**config.mk**
```make
export PLATFORM = sky130hd
export DESIGN_NAME = coherent_memory_arbiter
export DESIGN_NICKNAME = d
export VERILOG_FILES = /design/src/rtl/coherent_memory_arbiter.sv
export SDC_FILE = /design/constraint.sdc
export NUM_CORES = 1
export LEC_CHECK = 0
export CAP_MARGIN = 25
export CORE_AREA = 8 8 188 190
export CTS_CLUSTER_SIZE = 14
export DETAILED_ROUTE_END_ITERATION = 10
export DIE_AREA = 0 0 196 198
export PLACE_DENSITY = 0.44
export SETUP_SLACK_MARGIN = 0.2
export SYNTH_ARGS = -nofsm -noshare
export SYNTH_HDL_FRONTEND = slang
export SYNTH_SLANG_ARGS = --single-unit
```
**constraint.sdc**
```tcl
create_clock -name i_clk -period 2.1 [get_ports i_clk]
set_input_delay 0.21 -clock i_clk [delete_from_list [all_inputs] [get_ports i_clk]]
set_output_delay 0.21 -clock i_clk [all_outputs]
set_load 0.01 [all_outputs]
```
**src/rtl/coherent_memory_arbiter.sv**
```systemverilog
// coherent_memory_arbiter
//   Snooping bus controller that sits between N per-CPU I/D cache pairs and a
//   single-port RAM. Data requests are arbitrated round-robin and always win
//   over instruction fetches. A block read first snoops every other core. If a
//   core holds the block dirty, that core's data is forwarded cache-to-cache to
//   the requester while the same data is written back to RAM. Cache blocks move
//   as WORDS-beat bursts, and the controller generates each beat address.
//
//   RAM handshake encoding (i_ramstate): 0 FREE, 1 BUSY, 2 ACCESS, 3 ERROR.
//   A beat completes only in a cycle where i_ramstate == ACCESS.
//
// Ports
//   i_clk, i_nrst               clock (rising edge), async active-low reset
//   i_iren/i_iaddr              instruction fetch request + word address per CPU
//   o_iwait/o_iload             fetch wait (low one cycle = data valid), fetch data
//   i_dren/i_dwen/i_daddr       block read / block writeback request + block address
//   i_dstore                    writeback (or snoop-forward) word for current beat
//   o_dwait/o_dload             beat accepted / read data valid, data to requester
//   i_ccwrite                   requester: read-exclusive; snoopee: holds dirty copy
//   o_ccwait/o_ccinv            snoop in progress / invalidate line
//   o_ccsnoopaddr               block base address being snooped
//   o_ramren/o_ramwen/o_ramaddr/o_ramstore, i_ramload, i_ramstate   RAM side
//
// state    | meaning
// ---------+------------------------------------------------------------
// S_IDLE   | arbitrate: data requests first, then instruction fetches
// S_WB     | block writeback from the granted D-cache to RAM
// S_SNOOP  | one cycle: snoop all other cores for the requested block
// S_SWB    | dirty snoopee forwards the block to requester and to RAM
// S_LD     | block read from RAM into the granted D-cache
// S_IFETCH | single-word instruction fetch from RAM
module coherent_memory_arbiter #(
    parameter int CPUS  = 2,
    parameter int WORDS = 2
) (
    input  logic                       i_clk,
    input  logic                       i_nrst,
    input  logic [CPUS-1:0]            i_iren,
    input  logic [CPUS-1:0][31:0]      i_iaddr,
    output logic [CPUS-1:0]            o_iwait,
    output logic [CPUS-1:0][31:0]      o_iload,
    input  logic [CPUS-1:0]            i_dren,
    input  logic [CPUS-1:0]            i_dwen,
    input  logic [CPUS-1:0][31:0]      i_daddr,
    input  logic [CPUS-1:0][31:0]      i_dstore,
    output logic [CPUS-1:0]            o_dwait,
    output logic [CPUS-1:0][31:0]      o_dload,
    input  logic [CPUS-1:0]            i_ccwrite,
    output logic [CPUS-1:0]            o_ccwait,
    output logic [CPUS-1:0]            o_ccinv,
    output logic [CPUS-1:0][31:0]      o_ccsnoopaddr,
    output logic                       o_ramren,
    output logic                       o_ramwen,
    output logic [31:0]                o_ramaddr,
    output logic [31:0]                o_ramstore,
    input  logic [31:0]                i_ramload,
    input  logic [1:0]                 i_ramstate
);

    localparam int          PW        = (CPUS > 1) ? $clog2(CPUS) : 1;
    localparam int          BW        = (WORDS > 1) ? $clog2(WORDS) : 1;
    localparam logic [31:0] BLK_MASK  = 32'(WORDS * 4 - 1);
    localparam logic [1:0]  RS_ACCESS = 2'd2;

    typedef enum logic [2:0] {
        S_IDLE,
        S_WB,
        S_SNOOP,
        S_SWB,
        S_LD,
        S_IFETCH
    } state_t;

    state_t          r_state;
    state_t          w_next_state;
    logic [PW-1:0]   r_dptr;
    logic [PW-1:0]   r_iptr;
    logic [PW-1:0]   r_dgnt;
    logic [PW-1:0]   r_ignt;
    logic [PW-1:0]   r_src;
    logic [BW-1:0]   r_beat;

    logic [CPUS-1:0] w_dreq;
    logic [CPUS-1:0] w_dirty;
    logic [PW-1:0]   w_dwin;
    logic [PW-1:0]   w_iwin;
    logic [PW-1:0]   w_src;
    logic            w_dany;
    logic            w_iany;
    logic            w_access;
    logic            w_last;
    logic [31:0]     w_base;
    logic [31:0]     w_burst_addr;

    assign w_access     = (i_ramstate == RS_ACCESS);
    assign w_last       = (r_beat == BW'(WORDS - 1));
    assign w_base       = i_daddr[r_dgnt] & ~BLK_MASK;
    assign w_burst_addr = w_base | (32'(r_beat) << 2);

    // Round-robin pick: scanning offsets from the top down and overwriting
    // leaves the requester closest at/after the pointer.
    always_comb begin
        w_dreq  = i_dren | i_dwen;
        w_dwin  = '0;
        w_dany  = 1'b0;
        w_iwin  = '0;
        w_iany  = 1'b0;
        w_dirty = '0;
        w_src   = '0;
        for (int o = CPUS - 1; o >= 0; o--) begin
            if (w_dreq[(int'(r_dptr) + o) % CPUS]) begin
                w_dwin = PW'((int'(r_dptr) + o) % CPUS);
                w_dany = 1'b1;
            end
            if (i_iren[(int'(r_iptr) + o) % CPUS]) begin
                w_iwin = PW'((int'(r_iptr) + o) % CPUS);
                w_iany = 1'b1;
            end
        end
        // The requester's own ccwrite means read-exclusive, not dirty.
        for (int k = CPUS - 1; k >= 0; k--) begin
            if (i_ccwrite[k] && (PW'(k) != r_dgnt)) begin
                w_dirty[k] = 1'b1;
                w_src      = PW'(k);
            end
        end
    end

    always_ff @(posedge i_clk or negedge i_nrst) begin
        if (!i_nrst) begin
            r_state <= S_IDLE;
            r_dptr  <= '0;
            r_iptr  <= '0;
            r_dgnt  <= '0;
            r_ignt  <= '0;
            r_src   <= '0;
            r_beat  <= '0;
        end else begin
            r_state <= w_next_state;
            case (r_state)
                S_IDLE: begin
                    r_beat <= '0;
                    if (w_dany) begin
                        r_dgnt <= w_dwin;
                        r_dptr <= PW'((int'(w_dwin) + 1) % CPUS);
                    end else if (w_iany) begin
                        r_ignt <= w_iwin;
                        r_iptr <= PW'((int'(w_iwin) + 1) % CPUS);
                    end
                end
                S_SNOOP: r_src <= w_src;
                S_WB, S_SWB, S_LD: begin
                    if (w_access) begin
                        r_beat <= w_last ? '0 : r_beat + 1'b1;
                    end
                end
                default: ;
            endcase
        end
    end

    always_comb begin
        w_next_state  = r_state;
        o_iwait       = '1;
        o_dwait       = '1;
        o_dload       = '0;
        o_ccwait      = '0;
        o_ccinv       = '0;
        o_ccsnoopaddr = '0;
        o_ramren      = 1'b0;
        o_ramwen      = 1'b0;
        o_ramaddr     = '0;
        o_ramstore    = '0;
        for (int k = 0; k < CPUS; k++) begin
            o_iload[k] = i_ramload;
        end

        case (r_state)
            S_IDLE: begin
                if (w_dany) begin
                    // Writeback wins over a read from the same core.
                    w_next_state = i_dwen[w_dwin] ? S_WB : S_SNOOP;
                end else if (w_iany) begin
                    w_next_state = S_IFETCH;
                end
            end
            S_WB: begin
                o_ramwen   = 1'b1;
                o_ramaddr  = w_burst_addr;
                o_ramstore = i_dstore[r_dgnt];
                if (w_access) begin
                    o_dwait[r_dgnt] = 1'b0;
                    if (w_last) w_next_state = S_IDLE;
                end
            end
            S_SNOOP: begin
                for (int k = 0; k < CPUS; k++) begin
                    if (PW'(k) != r_dgnt) begin
                        o_ccwait[k]      = 1'b1;
                        o_ccsnoopaddr[k] = w_base;
                        o_ccinv[k]       = i_ccwrite[r_dgnt];
                    end
                end
                w_next_state = (|w_dirty) ? S_SWB : S_LD;
            end
            S_SWB: begin
                o_ccwait[r_src]      = 1'b1;
                o_ccsnoopaddr[r_src] = w_base;
                o_ramwen             = 1'b1;
                o_ramaddr            = w_burst_addr;
                o_ramstore           = i_dstore[r_src];
                if (w_access) begin
                    o_dload[r_dgnt] = i_dstore[r_src];
                    o_dwait[r_dgnt] = 1'b0;
                    o_dwait[r_src]  = 1'b0;
                    if (w_last) w_next_state = S_IDLE;
                end
            end
            S_LD: begin
                o_ramren  = 1'b1;
                o_ramaddr = w_burst_addr;
                if (w_access) begin
                    o_dload[r_dgnt] = i_ramload;
                    o_dwait[r_dgnt] = 1'b0;
                    if (w_last) w_next_state = S_IDLE;
                end
            end
            S_IFETCH: begin
                o_ramren  = 1'b1;
                o_ramaddr = i_iaddr[r_ignt];
                if (w_access) begin
                    o_iwait[r_ignt] = 1'b0;
                    w_next_state    = S_IDLE;
                end
            end
            default: w_next_state = S_IDLE;
        endcase
    end

endmodule

```
-- After elaboration in Yosys (flattened, before gate mapping)
Cells that the tools add are included.
- reduce and logical (&&, ||, !) cells: 16
- add/subtract/negate cells: 5
- muxes and demuxes: 75
- $lt $le $gt $ge: 11
- bitwise operators: 13
- equality and inequality tests: 10
- operator list (operator ; count):
    $mux W32 ; 12
    $pmux W64 S2 ; 2
    $and A64 B64 Y64 ; 3
    $mux W64 ; 2
    $pmux W32 S2 ; 2
    $demux W32 S1 ; 2
    $mux W1 ; 36
    $or A32 B3 Y32 ; 1
    $mux W3 ; 6
    $lt A1 B2 Y1 const B ; 6
    $mux W2 ; 6
    $pmux W3 S4 ; 1
    $pmux W2 S2 ; 2
    $reduce_or A2 Y1 ; 4
    $eq A3 B2 Y1 const B ; 2
    $eq A3 B3 Y1 const B ; 2
    $lt A2 B3 Y1 const B ; 2
    $not A2 Y2 ; 3
    $add A1 B1 Y1 const B ; 5
    $logic_and A1 B1 Y1 ; 5
    $ne A2 B1 Y1 const B ; 2
    $reduce_and A2 Y1 ; 2
    $reduce_and A4 Y1 ; 1
    $demux W1 S1 ; 3
    14 further kinds ; 18
- register bits: 9
- input bits: 236

-- Longest topological paths before layout
- word-level depth: 12
- depth in mapped cells: 7
- depth with buffers taken out: 5

-- Least setup slack after synthesis
Ideal clock, no wire load.
- path kind: register -> output
- start: register r_state[2]
- end: output port o_ramaddr[10]
- cell stages (with the launch flop): 8
- arrival time: 1470 ps
- slack: 420 ps
- required time: 1890 ps
- cells stage by stage: dfrtp_1 -> buf_4 -> nor2b_1 -> and3_1 -> buf_2 -> buf_2 -> a22oi_1 -> o21ai_0
- cells in the longest elaborated chain, start to end: 3
- RTL lines (element ; RTL line ; RTL):
    from (decl) ; 74 ; state_t r_state;
    from (signal assigned) ; 139 ; r_state <= w_next_state;
    $eq A3 B3 Y1, or another cell as far along ; 178 ; case (r_state)
    $reduce_or A3 Y1 (no line) ; -- ;
    $pmux W32 S2 * ; 178 ;
    to (decl) ; 54 ; output logic [31:0] o_ramaddr,
Mark *: on every way between the ends. The rest lies on a longest branch, timed or not.

==> impl_metrics.prom <==
# TYPE chip_impl_metric gauge
chip_impl_metric{name="cts_hold_repair.buffers",unit=""} 0
chip_impl_info{name="endpoint_kind",value="output port"} 1
chip_impl_metric{name="dieHeight",unit="um"} 198
chip_impl_metric{name="grt_util_all_layers",unit=""} 0.1847
chip_impl_metric{name="worst_slew_pin_slew",unit="ns"} 0.5009
chip_impl_metric{name="fp.dieW",unit="um"} 196
chip_impl_metric{name="clk_transition_reported_paths",unit="ns"} 0.04
chip_impl_metric{name="route.vias.total",unit=""} 7745
chip_impl_metric{name="drt_pass_1_iters",unit=""} 7
chip_impl_info{name="cp-start-kind",value="flop"} 1
chip_impl_metric{name="initial_core_util",unit=""} 0.1298
chip_impl_metric{name="synthesis.area",unit="mm^2"} 0.004179
chip_impl_metric{name="vdd_ir_drop_max",unit="V"} 0.0005619
chip_impl_info{name="layout_commonest_cell",value="clkdlybuf4s50_1"} 1
chip_impl_info{name="timing.critical_path.from",value="r_state[2]"} 1
chip_impl_metric{name="place.detailed.hpwl",unit="um"} 27810
chip_impl_metric{name="count_of_cell_types_in_the_netlist",unit=""} 44
chip_impl_metric{name="via_count_of_the_first_global_routing_pass",unit=""} 7836
chip_impl_metric{name="cts_max_level",unit=""} 1
chip_impl_metric{name="fraction_of_final_layout_cells_sized_beyond_drive_strength_1",unit=""} 0.5118
chip_impl_metric{name="synth-seq-area-share",unit=""} 0.05389
chip_impl_metric{name="number_of_storage_elements_in_the_synthesis_netlist",unit=""} 9
chip_impl_metric{name="syn-instance-count",unit=""} 628
chip_impl_metric{name="syn2layout_area_growth",unit="%"} 198.4
chip_impl_metric{name="drt_wl_total",unit="um"} 39700
chip_impl_metric{name="layout.filler_cells",unit=""} 3348
chip_impl_metric{name="io_pins",unit=""} 502
chip_impl_metric{name="setup_viol_count_final",unit=""} 119
chip_impl_info{name="layout.cells.most_common_list",value="294 x clkdlybuf4s50_1, 161 x buf_2, 137 x buf_6"} 1
chip_impl_metric{name="worst_hold_slack",unit="ns"} 0.2937
chip_impl_metric{name="design.die.area",unit="mm^2"} 0.03881
chip_impl_metric{name="post_synth_and_or_nand_nor_area_fraction",unit=""} 0.1760
chip_impl_metric{name="timing.final.max_slew_violations",unit=""} 0
chip_impl_info{name="tritoncts_clock_tree",value="done"} 1
chip_impl_metric{name="finalHoldViolCount",unit=""} 0
chip_impl_metric{name="synthesis.area_per_instance",unit="um^2"} 6.654
chip_impl_metric{name="maxCapViolCount",unit=""} 0
chip_impl_info{name="run_status",value="finished, violations left"} 1
chip_impl_metric{name="aggregate_negative_setup_slack",unit="ns"} -9.732
chip_impl_metric{name="cts-buffers-inserted",unit=""} 3
chip_impl_metric{name="post_drt_via_cell_ratio",unit=""} 4.613
chip_impl_metric{name="synth-compound-area-share",unit=""} 0.4087
chip_impl_metric{name="clkSinkCount",unit=""} 9
chip_impl_metric{name="power.density",unit="mW/mm^2"} 991.0
chip_impl_metric{name="grt_max_degree",unit=""} 32
chip_impl_metric{name="synth.area.mux_share",unit=""} 0.1509
chip_impl_info{name="clockRootBuffer",value="clkbuf_16"} 1
chip_impl_info{name="hp-class",value="input pin to asynchronous set/reset pin"} 1
chip_impl_metric{name="cp.required",unit="ns"} 1.89
chip_impl_metric{name="place_congestion",unit=""} 0.8500
chip_impl_metric{name="buffers_added_on_ports",unit=""} 489
chip_impl_metric{name="globalRouteOverflowTotal",unit=""} 0
chip_impl_metric{name="finalWorstSetupSlack",unit="ns"} -0.2199
chip_impl_metric{name="grt_first_pass_wirelength",unit="um"} 54230
chip_impl_metric{name="drcViolationCount",unit=""} 0
chip_impl_metric{name="final.setup_skew",unit="ns"} 0.002963
chip_impl_metric{name="detail_route.wl_per_cell",unit="um"} 23.65
chip_impl_info{name="worst_r2r_startpoint",value="r_state[0]"} 1
chip_impl_info{name="failed_checks",value="setup timing"} 1
chip_impl_metric{name="yosys.area_share.xor_xnor",unit=""} 0
chip_impl_metric{name="pre_cts_ws",unit="ns"} -0.3581
chip_impl_metric{name="antenna_violating_nets_post_route",unit=""} 0
chip_impl_metric{name="power.leakage",unit="nW"} 5.329
chip_impl_metric{name="final.period_utilization",unit=""} 1.105
chip_impl_metric{name="cp.arrival",unit="ns"} 2.11
chip_impl_metric{name="fmaxAchievable",unit="GHz"} 0.4311
chip_impl_metric{name="finalNetCount",unit=""} 1507
chip_impl_metric{name="final_core_util",unit=""} 0.3871
chip_impl_info{name="timing.setup.critical_path_class",value="flop to output port"} 1
chip_impl_metric{name="final.min_clock_period",unit="ns"} 2.320
chip_impl_metric{name="core",unit="mm^2"} 0.03221
chip_impl_metric{name="antenna_violations_before_repair",unit=""} 1
chip_impl_info{name="combinational_family_with_the_most_area_after_synthesis",value="compound AO/OA/AOI/OAI gates"} 1
chip_impl_metric{name="synth_fa_ha_area_frac",unit=""} 0
chip_impl_metric{name="ctsLongestPathBuffers",unit=""} 2
chip_impl_metric{name="yosys_warnings",unit=""} 0
chip_impl_metric{name="worst_skew_pair.late_latency",unit="ns"} 0.23
chip_impl_metric{name="drt_iter0_markers",unit=""} 468
chip_impl_info{name="rsz0062_at_grt",value="true"} 1
chip_impl_metric{name="cp_max_fo",unit=""} 7
chip_impl_metric{name="rows",unit=""} 66
chip_impl_metric{name="max_slew_margin",unit=""} 0.6661
state kept, by name (all words and copies together), names as in the netlist:
register,cells
r_beat,1
r_dgnt,1
r_dptr,1
r_ignt,1
r_iptr,1
r_src,1
r_state,3
stage by stage:
step                instance area [um^2]  power (mW)  std cells
floorplan                           4198       3.843        633
CTS                                11390       11.34       1636
detailed placement                  9846       8.306       1504
finish                             12470       12.36       1679
global placement                    9846       8.353       1504
global route                       12470       13.01       1679
cell usage after synthesis:
cell type,n,area [um^2]
a22oi_1,119,893.4
nand2_1,12,45.04
and3b_1,2,17.52
a31oi_1,2,12.51
inv_1,2,7.510
o21bai_1,1,7.510
o21ai_0,58,290.3
mux2i_1,63,630.6
nor2_1,131,491.7
o221ai_1,1,8.760
nand3_1,2,10.01
nor3_1,1,5.000
a221o_1,1,10.01
o31ai_1,1,7.510
nor3b_1,2,15.01
nand3b_1,1,7.510
or2_2,1,6.260
a22o_1,2,17.52
and2_1,1,6.260
a32o_1,1,10.01
nand4_1,1,6.260
nand2b_1,4,25.02
o21a_1,2,15.01
a222oi_1,32,320.3
nand2b_2,1,8.760
clkbuf_1,17,63.81
a21oi_1,10,50.05
inv_2,1,3.750
a21o_1,2,15.01
and3_4,1,11.26
and2_0,1,6.260
buf_2,46,230.2
o21ai_1,10,50.05
buf_4,71,533.0
and3_1,5,31.28
and4_1,1,8.760
dfrtp_1,9,225.2
nand4b_1,1,8.760
buf_6,3,33.78
buf_1,1,3.750
nor2b_1,2,12.51
nor4_1,1,6.260
conb_1,1,3.750
or3_1,1,6.260
final cells by class:
cell class / count / area (um^2) / area share
repair buffers: 771 / 7690 / 0.6168
multi-input cells: 483 / 3941 / 0.3161
well taps: 408 / 510.5 / 0.04094
flip-flops and latches: 9 / 231.5 / 0.01856
clock buffers: 4 / 78.83 / 0.006322
inverters: 3 / 13.76 / 0.001104
diodes: 1 / 2.502 / 0.0002007
metal layers:
| layer | share of wire | wire, um | track usage |
|---|---|---|---|
| met2 | 0.51 | 20410 | 0.3376 |
| met1 | 0.42 | 16640 | 0.2321 |
| met5 | 0 | 0 | 0 |
| met3 | 0.049 | 1932 | 0.02326 |
| met4 | 0.018 | 720 | 0.02807 |
path summary, 6_finish.rpt:
kind | slack (ns) | cells past startpoint | end
min | 0.29 | 1 | r_dptr
max | -0.22 | 9 | o_dload[27]
max reg2reg | 0.40 | 7 | r_iptr
min in group i_clk | 0.49 | 1 | r_iptr
min reg2reg | 0.49 | 1 | r_iptr
max in group asynchronous | 1.46 | 1 | r_dgnt
worst max-delay path: stages, from the launching register on:
cell and delay (ns):
dfrtp_1 0.39, nand2b_4 0.16, inv_2 0.04, and3_4 0.24, buf_6 0.14, buf_6 0.12
a222oi_1 0.43, buf_4 0.20, nor2_2 0.03, buf_2 0.13
where the power goes:
part           switching, mW  internal (mW)
Sequential             0.107          0.268
Combinational           5.35           6.30
Clock                 0.0820          0.254
Total                   5.53           6.82
logic make-up (layout without fill, tap and decap cells):
| logic type | after synthesis | after routing |
|---|---|---|
| muxes | 63 | 63 |
| buffers and inverters | 141 | 778 |
| other | 1 | 7 |
| AOI/OAI and AO/OA | 242 | 242 |
| and+or+nand+nor | 172 | 172 |
| DFF | 9 | 9 |
timing repair:
item / CTS / global route
resized for setup: 1061 / 190
endpoints found under the setup margin: 194 / 198
cloned: 21 / 4
buffers inserted: 107 / 38
pin swaps: 111 / 97
No activity file was read; power rests on OpenSTA's default activity.
